## config.mk

```make
export PLATFORM = sky130hd
export DESIGN_NAME = mem_arbiter
export DESIGN_NICKNAME = d
export VERILOG_FILES = /design/src/rtl/mem_arbiter.sv
export SDC_FILE = /design/constraint.sdc
export NUM_CORES = 1
export LEC_CHECK = 0
export BUFFER_PORTS_ARGS = -buffer_cell sky130_fd_sc_hd__buf_2
export CAP_MARGIN = 0
export CORE_MARGIN = 3
export CORE_UTILIZATION = 50
export CTS_CLUSTER_DIAMETER = 60
export CTS_CLUSTER_SIZE = 10
export DETAILED_ROUTE_END_ITERATION = 7
export PLACE_DENSITY = 0.8
export SLEW_MARGIN = 10
export SYNTH_ARGS = -nofsm -noshare
export SYNTH_HDL_FRONTEND = slang
export SYNTH_SLANG_ARGS = --single-unit
```

## constraint.sdc

```tcl
create_clock -name clk_in -period 2.7 [get_ports clk_in]
set_clock_uncertainty 0.15 [all_clocks]
set_input_delay 0.27 -clock clk_in [delete_from_list [all_inputs] [get_ports clk_in]]
set_output_delay 0.27 -clock clk_in [all_outputs]
set_load 0.02 [all_outputs]
```

## src/rtl/mem_arbiter.sv

```systemverilog
// Multi-channel byte-bus arbiter: grants one of NCH requesters, serialises its 1-4 byte
// little-endian transfer onto the 8-bit RAM/I-O bus and returns a one-cycle done pulse.
module mem_arbiter #(
    parameter int NCH     = 2,
    parameter int ADDR_W  = 32,
    parameter int RR_MODE = 0
) (
    input  logic                  clk_in,
    input  logic                  rst_in,
    input  logic                  rdy_in,
    input  logic [NCH-1:0]        req_i,
    input  logic [NCH-1:0]        we_i,
    input  logic [2*NCH-1:0]      len_i,
    input  logic [ADDR_W*NCH-1:0] addr_i,
    input  logic [32*NCH-1:0]     wdata_i,
    output logic [NCH-1:0]        gnt_o,
    output logic [NCH-1:0]        done_o,
    output logic [31:0]           rdata_o,
    input  logic [7:0]            mem_din,
    output logic [7:0]            mem_dout,
    output logic [ADDR_W-1:0]     mem_a,
    output logic                  mem_wr
);

    localparam int IDX_W = (NCH > 1) ? $clog2(NCH) : 1;

    typedef enum logic [1:0] {StIdle, StBusy, StDone} state_e;

    state_e            state_q, state_d;
    logic [2:0]        icnt_q, icnt_d;
    logic              pend_q, pend_d;
    logic [1:0]        pidx_q, pidx_d;
    logic [IDX_W-1:0]  ptr_q, ptr_d;
    logic [NCH-1:0]    gnt_q, gnt_d;
    logic              we_q, we_d;
    logic [1:0]        len_q, len_d;
    logic [ADDR_W-1:0] addr_q, addr_d;
    logic [ADDR_W-1:0] mem_a_q, mem_a_d;
    logic [31:0]       wdata_q, wdata_d;
    logic [31:0]       rdata_q, rdata_d;

    logic [IDX_W-1:0]  cand;
    logic [IDX_W-1:0]  sel_idx;
    logic [NCH-1:0]    sel_oh;
    logic              sel_we;
    logic [1:0]        sel_len;
    logic [ADDR_W-1:0] sel_addr;
    logic [31:0]       sel_wdata;
    logic              issue;
    logic [ADDR_W-1:0] cur_addr;
    logic [7:0]        cur_byte;

    // Scan from the far end so the candidate closest to the start point wins.
    always_comb begin
        cand    = '0;
        sel_idx = '0;
        for (int i = NCH - 1; i >= 0; i--) begin
            if (RR_MODE != 0) begin
                cand = IDX_W'((int'(ptr_q) + i) % NCH);
            end else begin
                cand = IDX_W'(i);
            end
            if (req_i[cand]) begin
                sel_idx = cand;
            end
        end
    end

    always_comb begin
        sel_oh    = '0;
        sel_we    = 1'b0;
        sel_len   = '0;
        sel_addr  = '0;
        sel_wdata = '0;
        for (int j = 0; j < NCH; j++) begin
            if (IDX_W'(j) == sel_idx) begin
                sel_oh[j] = 1'b1;
                sel_we    = we_i[j];
                sel_len   = len_i[2*j +: 2];
                sel_addr  = addr_i[ADDR_W*j +: ADDR_W];
                sel_wdata = wdata_i[32*j +: 32];
            end
        end
    end

    assign issue    = (state_q == StBusy) && rdy_in && (icnt_q <= {1'b0, len_q});
    assign cur_addr = addr_q + ADDR_W'(icnt_q);
    assign cur_byte = wdata_q[{icnt_q[1:0], 3'b000} +: 8];

    always_comb begin
        state_d = state_q;
        icnt_d  = icnt_q;
        pend_d  = 1'b0;
        pidx_d  = pidx_q;
        ptr_d   = ptr_q;
        gnt_d   = gnt_q;
        we_d    = we_q;
        len_d   = len_q;
        addr_d  = addr_q;
        wdata_d = wdata_q;
        rdata_d = rdata_q;
        mem_a_d = mem_a_q;

        // Read data always lands the cycle after its issue, paused or not.
        if (pend_q) begin
            if (pidx_q == 2'd0) begin
                rdata_d = '0;
            end
            rdata_d[{pidx_q, 3'b000} +: 8] = mem_din;
        end

        unique case (state_q)
            StIdle: begin
                if (rdy_in && (|req_i)) begin
                    we_d    = sel_we;
                    len_d   = sel_len;
                    addr_d  = sel_addr;
                    wdata_d = sel_wdata;
                    gnt_d   = sel_oh;
                    icnt_d  = '0;
                    mem_a_d = '0;
                    state_d = StBusy;
                    if (RR_MODE != 0) begin
                        ptr_d = IDX_W'((int'(sel_idx) + 1) % NCH);
                    end
                end
            end
            StBusy: begin
                if (issue) begin
                    icnt_d  = icnt_q + 3'd1;
                    mem_a_d = cur_addr;
                    if (we_q) begin
                        if (icnt_q[1:0] == len_q) begin
                            state_d = StDone;
                        end
                    end else begin
                        pend_d = 1'b1;
                        pidx_d = icnt_q[1:0];
                    end
                end
                if (!we_q && pend_q && (pidx_q == len_q)) begin
                    state_d = StDone;
                end
            end
            StDone: begin
                gnt_d   = '0;
                state_d = StIdle;
            end
            default: state_d = StIdle;
        endcase
    end

    always_ff @(posedge clk_in or negedge rst_in) begin
        if (!rst_in) begin
            state_q <= StIdle;
            icnt_q  <= '0;
            pend_q  <= 1'b0;
            pidx_q  <= '0;
            ptr_q   <= '0;
            gnt_q   <= '0;
            we_q    <= 1'b0;
            len_q   <= '0;
            addr_q  <= '0;
            wdata_q <= '0;
            rdata_q <= '0;
            mem_a_q <= '0;
        end else begin
            state_q <= state_d;
            icnt_q  <= icnt_d;
            pend_q  <= pend_d;
            pidx_q  <= pidx_d;
            ptr_q   <= ptr_d;
            gnt_q   <= gnt_d;
            we_q    <= we_d;
            len_q   <= len_d;
            addr_q  <= addr_d;
            wdata_q <= wdata_d;
            rdata_q <= rdata_d;
            mem_a_q <= mem_a_d;
        end
    end

    always_comb begin
        gnt_o    = gnt_q;
        done_o   = (state_q == StDone) ? gnt_q : '0;
        rdata_o  = rdata_q;
        mem_wr   = issue && we_q;
        mem_dout = (issue && we_q) ? cur_byte : 8'h00;
        // A paused bus keeps showing the last issued address.
        if (issue) begin
            mem_a = cur_addr;
        end else if (state_q == StBusy) begin
            mem_a = mem_a_q;
        end else begin
            mem_a = '0;
        end
    end

endmodule

```

==> metrics.csv, run 1 <==
stage;metric;value;unit
timing;slew-limit-headroom;36.6;%
synthesis;synth.cell_area;7290;um^2
timing;timing_max_transition_violations_final;0;
hold_path;timing.hold.worst.start;wdata_i[11];
clocking;cts_buffer_depth;2;
power_and_ir_drop;cell_internal_pwr;0.00718;W
cells_and_area;seq_area;3540;um^2
floorplanning;core_area;14100;um^2
timing;finalCritPeriodShare;110;%
cells_and_area;design_area;10900;um^2
setup_path;timing.critical_path.cells;ha_4 > fa_2 > a21oi_4 > or3_4 > or4_4 > a21oi_4 > a21o_1 > buf_6;
synthesis;synth_seq_area_share;48.4;%
drt;avgViaCountPerCell;5.73;
place;port_buffers;223;
global_routing;grt_first_pass_wirelength;35.1;mm
timing;highest_clock_rate;337;MHz
setup_path;critical_path.most_common_cell;sky130_fd_sc_hd__a21oi_4;
setup_path;worst-endpoint-required;2.28;ns
power_and_ir_drop;leakagePower;5.33;nW
cells_and_area;antenna_cells;0;
setup_path;regToRegStartpoint;icnt_q[0];
synthesis;ys.warnings.count;0;
clocking;cts-root-buf;sky130_fd_sc_hd__clkbuf_16;
drt;detail_route.wirelength;23.3;mm
floorplanning;die_span_y;127;um
setup_path;ff2ff_setup_slack;0.08;ns
place;place_inst;1099;
cells_and_area;final_util;77.7;%
setup_path;cp_slowest_cell;sky130_fd_sc_hd__or4_4;
synthesis;synth_cell_type_count;47;
clocking;clkSinkCount;141;
cells_and_area;layout-area-overhead-vs-synth;50.2;%
power_and_ir_drop;irDropWorstVdd;830;uV
setup_path;cp.arrival;2.55;ns
timing;max_slew.worst_pin.slew;0.944;ns
global_routing;groute.usage.overall;27.3;%
floorplanning;dieArea;16100;um^2
power_and_ir_drop;design_power_total;0.0119;W
floorplanning;floorplan.die.width;127;um
synthesis;netlist_instances;717;
outcome;status;complete, but fails checks;
outcome;violations;negative setup slack;
power_and_ir_drop;power_frac_comb;47.4;%
synthesis;synth_enable_flop_cells;0;
synthesis;ys_ff_latch;141;
clocking;cts-htree-levels;4;
synthesis;synth_flop_type;sky130_fd_sc_hd__dfrtp_1;
timing;setup_repair_after_global_routing_missed_its_margin;true;
global_routing;grt_max_degree;60;
power_and_ir_drop;powerDensity;1090;nW/um^2
drt;detailroute.via_count;7088;
setup_path;worstPathBufferInverterCount;1;
clocking;cts_tree;built;
timing;fin_crit;2.97;ns
clocking;numCtsBuffers;17;
clocking;insertion_delay_of_the_later_clocked_pin_in_the_worst_skew_pair;0.42;ns
global_routing;grt-ovfl-total;0;
cells_and_area;multi_input_gate_area;3890;um^2
cells_and_area;nets;1202;
place;hpwlAfterDp;13.4;mm
floorplanning;io-pin-count;224;
clocking;clk_pin_slew_worst_paths;0.06;ns
drt;dr.first_iter.drc_count;639;
global_routing;number_of_antenna_violations_at_the_first_check_in_global_routing;0;
drt;drt-pass1-iter-count;5;
synthesis;asyncSetResetFlopFracSynth;100;%
synthesis;synth_nets;876;
power_and_ir_drop;power.clock.fraction;21.3;%
setup_path;critPathLaunchType;register;
cells_and_area;final_layout_size_suffix_gt1_share;37.5;%
power_and_ir_drop;power_frac_seq;31.3;%
power_and_ir_drop;switching_power_of_the_nets;0.00474;W
setup_path;critical_path_peak_fanout;3;
floorplanning;starting_density_of_the_core;51.7;%
setup_path;slowest_delay;0.44;ns
flow_run;maxCapViolations;0;
drt;routedWlPerCell;18.8;um
setup_path;critPathTopFamily;simple AND/OR/NAND/NOR gates;
setup_path;critPathKind;reg -> out;
hold_path;min_path_type;in -> reg;
floorplanning;rows;43;
drt;drc_errors;0;
drt;postRouteAntennaNets;0;
cells_and_area;final_cells;1236;
place;placement.cell_area;8730;um^2
setup_path;setup.worst_path.start;icnt_q[0];
global_routing;grt_pass1_vias;7044;
timing;setup_viol;32;
setup_path;setup.worst_path.end_class;primary output;
cells_and_area;num-fill-cells;865;
timing;timing.final.ws_setup;-0.271;ns
power_and_ir_drop;swShare;39.8;%
synthesis;postSynthAreaPerCell;10.2;um^2
place;gp_congestion;0.895;
timing;hold_viol_final;0;
[logic make-up after synthesis]
| group | share of synthesized area (%) |
|---|---|
| simple gates | 14.6 |
| compound gates | 16.5 |
| xor+xnor | 3.24 |
| buf+inv | 3.12 |
| fa+ha+maj | 2.16 |
| flops | 48.4 |
| mux | 12.0 |
[sequential cells by signal, indices dropped and copies added, names as in the netlist]
signal   count
addr_q      32
mem_a_q     32
rdata_o     32
wdata_q     32
icnt_q       3
gnt_o        2
len_q        2
pidx_q       2
state_q      2
pend_q       1
we_q         1
[area by class of cell]
class | instances | area share (%)
sequential | 141 | 32.3
timing repair buffer | 351 | 24.0
multi-input combinational | 522 | 35.5
inverter | 10 | 0.343
clock inverter | 13 | 1.73
tap | 180 | 2.06
clock buffer | 19 | 4.14
[cells in the final DEF (no fill, tap or decap), types with 9 or more instances in the layout]
cell type,netlist,final
sky130_fd_sc_hd__clkbuf_16,0,18
sky130_fd_sc_hd__a22o_1,38,37
sky130_fd_sc_hd__o21ai_1,24,30
sky130_fd_sc_hd__buf_4,2,60
sky130_fd_sc_hd__o21ai_0,85,74
sky130_fd_sc_hd__dfrtp_1,141,135
sky130_fd_sc_hd__dlygate4sd3_1,0,69
sky130_fd_sc_hd__xnor2_1,19,16
sky130_fd_sc_hd__buf_2,14,184
sky130_fd_sc_hd__inv_1,10,9
sky130_fd_sc_hd__nand4_1,10,10
sky130_fd_sc_hd__buf_12,0,9
sky130_fd_sc_hd__a21o_1,25,24
sky130_fd_sc_hd__nand2_1,123,121
sky130_fd_sc_hd__mux2i_1,68,68
sky130_fd_sc_hd__buf_6,0,24
sky130_fd_sc_hd__ha_1,11,9
[synthesized netlist by cell type, types with 2 or more instances]
library cell / count / share of area (%)
sky130_fd_sc_hd__or4_1: 4 / 0.41
sky130_fd_sc_hd__a21oi_1: 9 / 0.62
sky130_fd_sc_hd__ha_1: 11 / 1.9
sky130_fd_sc_hd__nand4_1: 10 / 0.86
sky130_fd_sc_hd__xnor2_1: 19 / 2.3
sky130_fd_sc_hd__a22o_1: 38 / 4.6
sky130_fd_sc_hd__nor2_1: 11 / 0.57
sky130_fd_sc_hd__nor2b_1: 12 / 1.0
sky130_fd_sc_hd__a21o_1: 25 / 2.6
sky130_fd_sc_hd__o21a_1: 2 / 0.21
sky130_fd_sc_hd__a211oi_1: 2 / 0.21
sky130_fd_sc_hd__nor4_2: 6 / 1.0
sky130_fd_sc_hd__and4_1: 4 / 0.48
sky130_fd_sc_hd__mux4_2: 8 / 2.5
sky130_fd_sc_hd__o31ai_1: 4 / 0.41
sky130_fd_sc_hd__buf_2: 14 / 0.96
sky130_fd_sc_hd__mux2i_1: 68 / 9.3
sky130_fd_sc_hd__o21ai_0: 85 / 5.8
sky130_fd_sc_hd__and3b_1: 2 / 0.24
sky130_fd_sc_hd__nand3_1: 12 / 0.82
sky130_fd_sc_hd__nand2_1: 123 / 6.3
sky130_fd_sc_hd__or3_1: 2 / 0.17
sky130_fd_sc_hd__nand2b_1: 4 / 0.34
sky130_fd_sc_hd__buf_4: 2 / 0.21
sky130_fd_sc_hd__clkbuf_1: 27 / 1.4
sky130_fd_sc_hd__nor3_1: 7 / 0.48
sky130_fd_sc_hd__and3_1: 3 / 0.26
sky130_fd_sc_hd__o21ai_1: 24 / 1.6
sky130_fd_sc_hd__dfrtp_1: 141 / 48
sky130_fd_sc_hd__xor2_1: 8 / 0.96
sky130_fd_sc_hd__and2_1: 5 / 0.43
sky130_fd_sc_hd__inv_1: 10 / 0.51
[power by group through the flow]
stage               registers (W)  logic, W  clock network, W
global route              0.00383   0.00606           0.00266
CTS                       0.00364   0.00499           0.00255
finish                    0.00373   0.00565           0.00254
global placement          0.00362   0.00400                 0
floorplan                 0.00362   0.00268                 0
detailed placement        0.00365   0.00411                 0
[metrics by stage]
step,hold WS [ns],worst slack [ns],TNS [ns]
global route,0.0197,-0.360,-7.97
finish,0.000584,-0.271,-4.75
detailed placement,0.113,0.0395,0
floorplan,-0.176,0.0941,0
CTS,0.000282,-0.223,-3.98
global placement,0.116,0.0959,0
[tightest hold or removal path: cells and delay by family]
family | cells | cell delay (ns)
AO/OA/AOI/OAI | 1 | 0.14
buffers and inverters | 1 | 0.07
multiplexers | 1 | 0.05
[per-layer routing]
layer | vias to the layer above | track usage (%) | part of all wire, %
met2 | 377 | 44.7 | 49
met1 | 3409 | 34.3 | 40
met3 | 82 | 6.44 | 7.0
met5 | - | 0 | 0
li1 | 3220 | - | -
met4 | 0 | 12.5 | 3.4
[worst paths after layout]
kind                                    end  cells after the start
min in group asynchronous        wdata_q[3]                      2
worst max-delay path              mem_a[30]                      8
worst min-delay path            wdata_q[11]                      3
max in group asynchronous        addr_q[14]                      3
worst min register to register  wdata_q[31]                      2
worst max register to register  mem_a_q[30]                     11
[repair_timing]
item / CTS / global route
gates cloned: 2 / 2
endpoints found under the hold margin: 118 / 0
pin swaps: 17 / 18
gates resized for setup: 94 / 61
buffers inserted: 21 / 12
hold buffers: 69 / 0
endpoints found under the setup margin: 40 / 41
No activity file was read; power rests on OpenSTA's default activity.
==> run 2: changes to the inputs <==
--- a/config.mk
+++ b/config.mk
@@ -8,11 +8,12 @@
 export BUFFER_PORTS_ARGS = -buffer_cell sky130_fd_sc_hd__buf_2
 export CAP_MARGIN = 0
 export CORE_MARGIN = 3
-export CORE_UTILIZATION = 50
+export CORE_UTILIZATION = 45
 export CTS_CLUSTER_DIAMETER = 60
 export CTS_CLUSTER_SIZE = 10
 export DETAILED_ROUTE_END_ITERATION = 7
-export PLACE_DENSITY = 0.8
+export GPL_ROUTABILITY_DRIVEN = 0
+export PLACE_DENSITY = 0.73
 export SLEW_MARGIN = 10
 export SYNTH_ARGS = -nofsm -noshare
 export SYNTH_HDL_FRONTEND = slang
==> metrics.csv, run 2 (synthesized netlist as in run 1, its figures left out) <==
stage;metric;value;unit
drt;avgViaCountPerCell;5.48;
power_and_ir_drop;powerDensity;1130;nW/um^2
floorplanning;io-pin-count;224;
timing;timing.hold.ws;-0.00422;ns
timing;max_slew.worst_pin.slew;0.959;ns
floorplanning;die_span_y;133;um
setup_path;setup.worst_path.start;icnt_q[0];
clocking;clkSinkCount;141;
timing;setup_repair_after_global_routing_missed_its_margin;true;
drt;detail_route.wirelength;22.2;mm
timing;slew-limit-headroom;35.6;%
drt;dr.first_iter.drc_count;473;
floorplanning;starting_density_of_the_core;46.9;%
setup_path;timing.reg2reg.worst_path_depth;12;
hold_path;worst_hold_path.num_cells;3;
flow_run;maxCapViolations;0;
drt;postRouteAntennaNets;0;
place;dp_slack;0.0424;ns
outcome;violations;negative hold slack, negative setup slack;
setup_path;critical_path_peak_fanout;3;
drt;met2_wirelength;10.9;mm
setup_path;regToRegStartpoint;icnt_q[0];
setup_path;setup.worst_path.end_class;primary output;
outcome;status;complete, but fails checks;
drt;routedWlPerCell;17.9;um
timing;highest_clock_rate;327;MHz
drt;drc_errors;0;
timing;timing_max_transition_violations_final;0;
clocking;cts-htree-levels;4;
drt;route.met3.wl;1.49;mm
place;port_buffers;223;
cells_and_area;layout_common_cells;sky130_fd_sc_hd__buf_2, sky130_fd_sc_hd__dfrtp_1, sky130_fd_sc_hd__nand2_1;
cells_and_area;layout-area-overhead-vs-synth;48.8;%
floorplanning;rows;45;
cells_and_area;nets;1178;
hold_path;min_path_type;in -> reg;
cells_and_area;antenna_cells;0;
clocking;numCtsBuffers;17;
floorplanning;core_area;15500;um^2
place;hpwlAfterDp;13.3;mm
clocking;clk_pin_slew_worst_paths;0.06;ns
clocking;cts-root-buf;sky130_fd_sc_hd__clkbuf_16;
global_routing;number_of_antenna_violations_at_the_first_check_in_global_routing;0;
setup_path;worst-endpoint-required;2.28;ns
setup_path;r2r-end;mem_a_q[30];
global_routing;grt_first_pass_wirelength;34.2;mm
cells_and_area;final_cells;1243;
power_and_ir_drop;leakagePower;5.24;nW
setup_path;setup.worst_path.end;mem_a[30];
drt;detailroute.via_count;6811;
clocking;cts_buffer_depth;2;
clocking;cts_tree;built;
global_routing;grt-ovfl-total;0;
power_and_ir_drop;irDropWorstVdd;667;uV
timing;finalCritPeriodShare;113;%
clocking;insertion_delay_of_the_later_clocked_pin_in_the_worst_skew_pair;0.42;ns
timing;hold_viol_final;2;
cells_and_area;final_layout_size_suffix_gt1_share;37.7;%
drt;drt-pass1-iter-count;5;
global_routing;grt_pass1_vias;6740;
global_routing;groute.usage.overall;24.0;%
place;place_inst;1133;
drt;wirelength_met1;9.34;mm
timing;fin_crit;3.05;ns
floorplanning;floorplan.die.width;133;um
setup_path;cp.arrival;2.63;ns
setup_path;critPathLaunchType;register;
setup_path;critPathKind;reg -> out;
drt;highest_layer;met4;
floorplanning;dieArea;17800;um^2
setup_path;ff2ff_setup_slack;-0.16;ns
cells_and_area;mostFrequentLayoutCell;sky130_fd_sc_hd__buf_2;
global_routing;grt_max_degree;77;
cells_and_area;num-fill-cells;1082;
timing;setup_viol;42;
timing;timing.final.ws_setup;-0.355;ns
[run 2: cell count changes in the layout (fill, tap and decap cells not counted), moves of 6 or more]
cell,delta
sky130_fd_sc_hd__buf_6,+9
sky130_fd_sc_hd__dlygate4sd3_1,-20
sky130_fd_sc_hd__nand2_1,-6
sky130_fd_sc_hd__buf_4,-11
sky130_fd_sc_hd__nor2_4,+7
sky130_fd_sc_hd__o21ai_1,-6
[run 2: area by class of cell]
| cell class | count | area [um^2] | share of cell area (%) |
|---|---|---|---|
| sequential | 141 | 3530 | 32.5 |
| inverter | 10 | 40.0 | 0.369 |
| tap | 211 | 264 | 2.43 |
| clock inverter | 15 | 235 | 2.17 |
| multi-input combinational | 523 | 3940 | 36.3 |
| clock buffer | 17 | 425 | 3.92 |
| timing repair buffer | 326 | 2410 | 22.2 |
[run 2: how the worst min path moves through the flow]
stage / startpoint / slack (ns) / to
final: addr_i[5] / -0.004 / addr_q[5]
after CTS: addr_i[60] / 0.00006 / addr_q[28]
after detailed placement: rst_in / 0.19 / rdata_o[17]
after floorplan: rst_in / -0.18 / addr_q[0]
after global placement: rst_in / 0.19 / rdata_o[17]
after global routing: wdata_i[45] / 0.004 / wdata_q[13]
[run 2: power breakdown]
part / total (W) / switching (W) / internal [W]
sequential: 0.00367 / 0.000729 / 0.00294
clock: 0.00261 / 0.000955 / 0.00166
combinational: 0.00601 / 0.00320 / 0.00282
total: 0.0123 / 0.00488 / 0.00741
[run 2: routing by layer]
layer,vias to the layer above,global-route usage (%)
met3,43,4.72
met1,3269,32.3
met4,0,8.51
met2,312,39.1
met5,-,0
li1,3187,-
[run 2: timing repair]
| item | CTS | global route |
|---|---|---|
| setup buffers | 17 | 8 |
| gates cloned | 4 | 1 |
| endpoints found under the hold margin | 128 | 0 |
| pin swaps | 11 | 13 |
| hold buffers | 49 | 0 |
| endpoints found under the setup margin | 41 | 42 |
| resized for setup | 82 | 94 |
[run 2: worst max-delay path, cell delays in order, from the launching register on]
cell,delay [ns]
sky130_fd_sc_hd__dfrtp_1,0.40
sky130_fd_sc_hd__ha_4,0.16
sky130_fd_sc_hd__fa_2,0.21
sky130_fd_sc_hd__a21oi_2,0.09
sky130_fd_sc_hd__or3_4,0.40
sky130_fd_sc_hd__or4_4,0.51
sky130_fd_sc_hd__a21oi_4,0.18
sky130_fd_sc_hd__a21o_1,0.14
sky130_fd_sc_hd__buf_6,0.13
[run 2: stage by stage]
| step | util [%] | hold WS, ns | setup TNS, ns | total power (W) | instance area (um^2) |
|---|---|---|---|---|---|
| CTS | 67.1 | 0.0000568 | -3.86 | 0.0115 | 10400 |
| floorplan | - | -0.176 | 0 | 0.00630 | 7290 |
| detailed placement | 56.4 | 0.192 | 0 | 0.00779 | 8770 |
| finish | 69.8 | -0.00422 | -10.45 | 0.0123 | 10800 |
| global route | 69.8 | 0.00353 | -13.29 | 0.0130 | 10800 |
| global placement | 56.4 | 0.189 | 0 | 0.00768 | 8770 |
==> run 3: changes to the inputs <==
--- a/config.mk
+++ b/config.mk
@@ -14,6 +14,8 @@
 export DETAILED_ROUTE_END_ITERATION = 7
 export GPL_ROUTABILITY_DRIVEN = 0
 export PLACE_DENSITY = 0.73
+export RECOVER_POWER = 25
+export SKIP_CTS_REPAIR_TIMING = 1
 export SLEW_MARGIN = 10
 export SYNTH_ARGS = -nofsm -noshare
 export SYNTH_HDL_FRONTEND = slang
==> metrics.csv, run 3 (synthesized netlist as in run 1, its figures left out) <==
stage;metric;value;unit
outcome;violations;negative hold slack, max-capacitance violations, max-slew violations, negative setup slack;
flow_run;maxCapViolations;1;
timing;timing_max_transition_violations_final;76;
timing;fin_crit;3.03;ns
place;placement.cell_area;8770;um^2
clocking;insertion_delay_of_the_later_clocked_pin_in_the_worst_skew_pair;0.41;ns
cells_and_area;antenna_cells;0;
power_and_ir_drop;powerDensity;1140;nW/um^2
timing;timing.final.ws_setup;-0.325;ns
floorplanning;io-pin-count;224;
cells_and_area;layout-area-overhead-vs-synth;39.4;%
global_routing;number_of_antenna_violations_at_the_first_check_in_global_routing;0;
timing;setup_repair_after_global_routing_missed_its_margin;true;
timing;hold_viol_final;9;
timing;finalCritPeriodShare;112;%
setup_path;cp.arrival;2.61;ns
drt;drc_errors;0;
timing;timing.hold.ws;-0.0225;ns
cells_and_area;final_util;65.4;%
place;port_buffers;223;
hold_path;min_path_type;in -> reg;
setup_path;slowest_delay;0.50;ns
timing;highest_clock_rate;331;MHz
global_routing;grt-ovfl-total;0;
setup_path;critical_path.most_common_cell;sky130_fd_sc_hd__a21oi_4;
floorplanning;dieArea;17800;um^2
setup_path;critPathKind;reg -> out;
cells_and_area;design_area;10200;um^2
timing;setup_viol;32;
setup_path;worst-endpoint-required;2.28;ns
floorplanning;rows;45;
global_routing;groute.usage.overall;21.1;%
drt;drt-pass1-iter-count;4;
power_and_ir_drop;irDropWorstVdd;713;uV
drt;dr.first_iter.drc_count;340;
floorplanning;die_span_y;133;um
place;hpwlAfterDp;13.3;mm
clocking;clkSinkCount;141;
cells_and_area;final_cells;1193;
clocking;cts-htree-levels;4;
drt;detail_route.wirelength;19.6;mm
clocking;cts_buffer_depth;2;
cells_and_area;mostFrequentLayoutCell;sky130_fd_sc_hd__buf_2;
drt;detailroute.via_count;6293;
setup_path;setup.worst_path.end_class;primary output;
clocking;numCtsBuffers;17;
clocking;cts_tree;built;
cells_and_area;layout_common_cells;sky130_fd_sc_hd__buf_2, sky130_fd_sc_hd__dfrtp_1, sky130_fd_sc_hd__nand2_1;
global_routing;grt_first_pass_wirelength;30.3;mm
setup_path;timing.critical_path.cells;ha_4 > fa_2 > a21oi_4 > or3_4 > or4_4 > a21oi_4 > a21o_1 > buf_6;
setup_path;critPathTopFamily;simple AND/OR/NAND/NOR gates;
power_and_ir_drop;leakagePower;4.96;nW
setup_path;worstPathBufferInverterCount;1;
global_routing;grt_pass1_vias;5946;
outcome;status;complete, but fails checks;
global_routing;grt_max_degree;77;
clocking;clk_pin_slew_worst_paths;0.06;ns
floorplanning;core_area;15500;um^2
drt;routedWlPerCell;16.5;um
floorplanning;floorplan.die.width;133;um
floorplanning;starting_density_of_the_core;46.9;%
drt;avgViaCountPerCell;5.27;
setup_path;critPathLaunchType;register;
power_and_ir_drop;design_power_total;0.0115;W
setup_path;cp_slowest_cell;sky130_fd_sc_hd__or4_4;
setup_path;critical_path_peak_fanout;3;
timing;slew-limit-headroom;-24.7;%
drt;postRouteAntennaNets;0;
timing;max_slew.worst_pin.slew;1.87;ns
cells_and_area;final_layout_size_suffix_gt1_share;36.4;%
clocking;cts-root-buf;sky130_fd_sc_hd__clkbuf_16;
place;place_inst;1133;
cells_and_area;nets;1128;
run 3: cell types whose count changed in the layout (fill, tap and decap cells not counted), moves of 3 or more:
cell / change
sky130_fd_sc_hd__buf_16: -4
sky130_fd_sc_hd__nand2_1: +3
sky130_fd_sc_hd__buf_2: +3
sky130_fd_sc_hd__clkbuf_1: +5
sky130_fd_sc_hd__nor2_1: +7
sky130_fd_sc_hd__dlygate4sd3_1: -36
sky130_fd_sc_hd__nor2_4: -7
sky130_fd_sc_hd__buf_6: -11
sky130_fd_sc_hd__nand2_2: -3
sky130_fd_sc_hd__buf_4: -9
run 3: cell type report:
| type | instances | area (um^2) |
|---|---|---|
| Fill cell | 1210 | 5380 |
| Multi-Input combinational cell | 523 | 3830 |
| Sequential cell | 141 | 3530 |
| Timing Repair Buffer | 276 | 1820 |
| Clock buffer | 17 | 425 |
| Tap cell | 211 | 264 |
| Clock inverter | 15 | 235 |
| Inverter | 10 | 50.0 |
run 3: layer usage:
metal	track usage (%)	up-vias	routed length [um]
met3	3.93	19	1060
met2	33.4	206	9300
li1	-	3071	-
met5	0	-	0
met1	30.2	2997	9050
met4	5.49	0	224
run 3: final timing paths:
check	from	endpoint	slack [ns]	cells past startpoint
worst min register to register	mem_a_q[7]	mem_a_q[7]	0.33	1
worst max-delay path	addr_q[0]	mem_a[30]	-0.33	8
worst min-delay path	addr_i[13]	addr_q[13]	-0.02	3
min in group asynchronous	rst_in	rdata_o[23]	0.78	2
worst max register to register	pidx_q[0]	rdata_o[14]	0.34	5
max in group asynchronous	rst_in	addr_q[7]	0.43	3
run 3: metrics by stage:
| step | TNS (ns) | setup WS, ns |
|---|---|---|
| after floorplan | 0 | 0.0941 |
| final | -6.21 | -0.325 |
| after detailed placement | 0 | 0.0424 |
| after global routing | -8.26 | -0.432 |
| after CTS | -12.28 | -0.392 |
| after global placement | 0 | 0.0861 |
run 3: worst reg2reg max path, stage by stage, from the launching register on:
cell and delay (ns):
sky130_fd_sc_hd__dfrtp_1 0.51, sky130_fd_sc_hd__inv_1 0.16, sky130_fd_sc_hd__ha_1 0.32, sky130_fd_sc_hd__nand2_1 0.08, sky130_fd_sc_hd__nor3_1 0.81, sky130_fd_sc_hd__a22o_1 0.28
run 3: report_power, final:
group / total, W / internal, W / switching (W)
sequential: 0.00365 / 0.00294 / 0.000706
combinational: 0.00530 / 0.00242 / 0.00287
clock: 0.00259 / 0.00166 / 0.000938
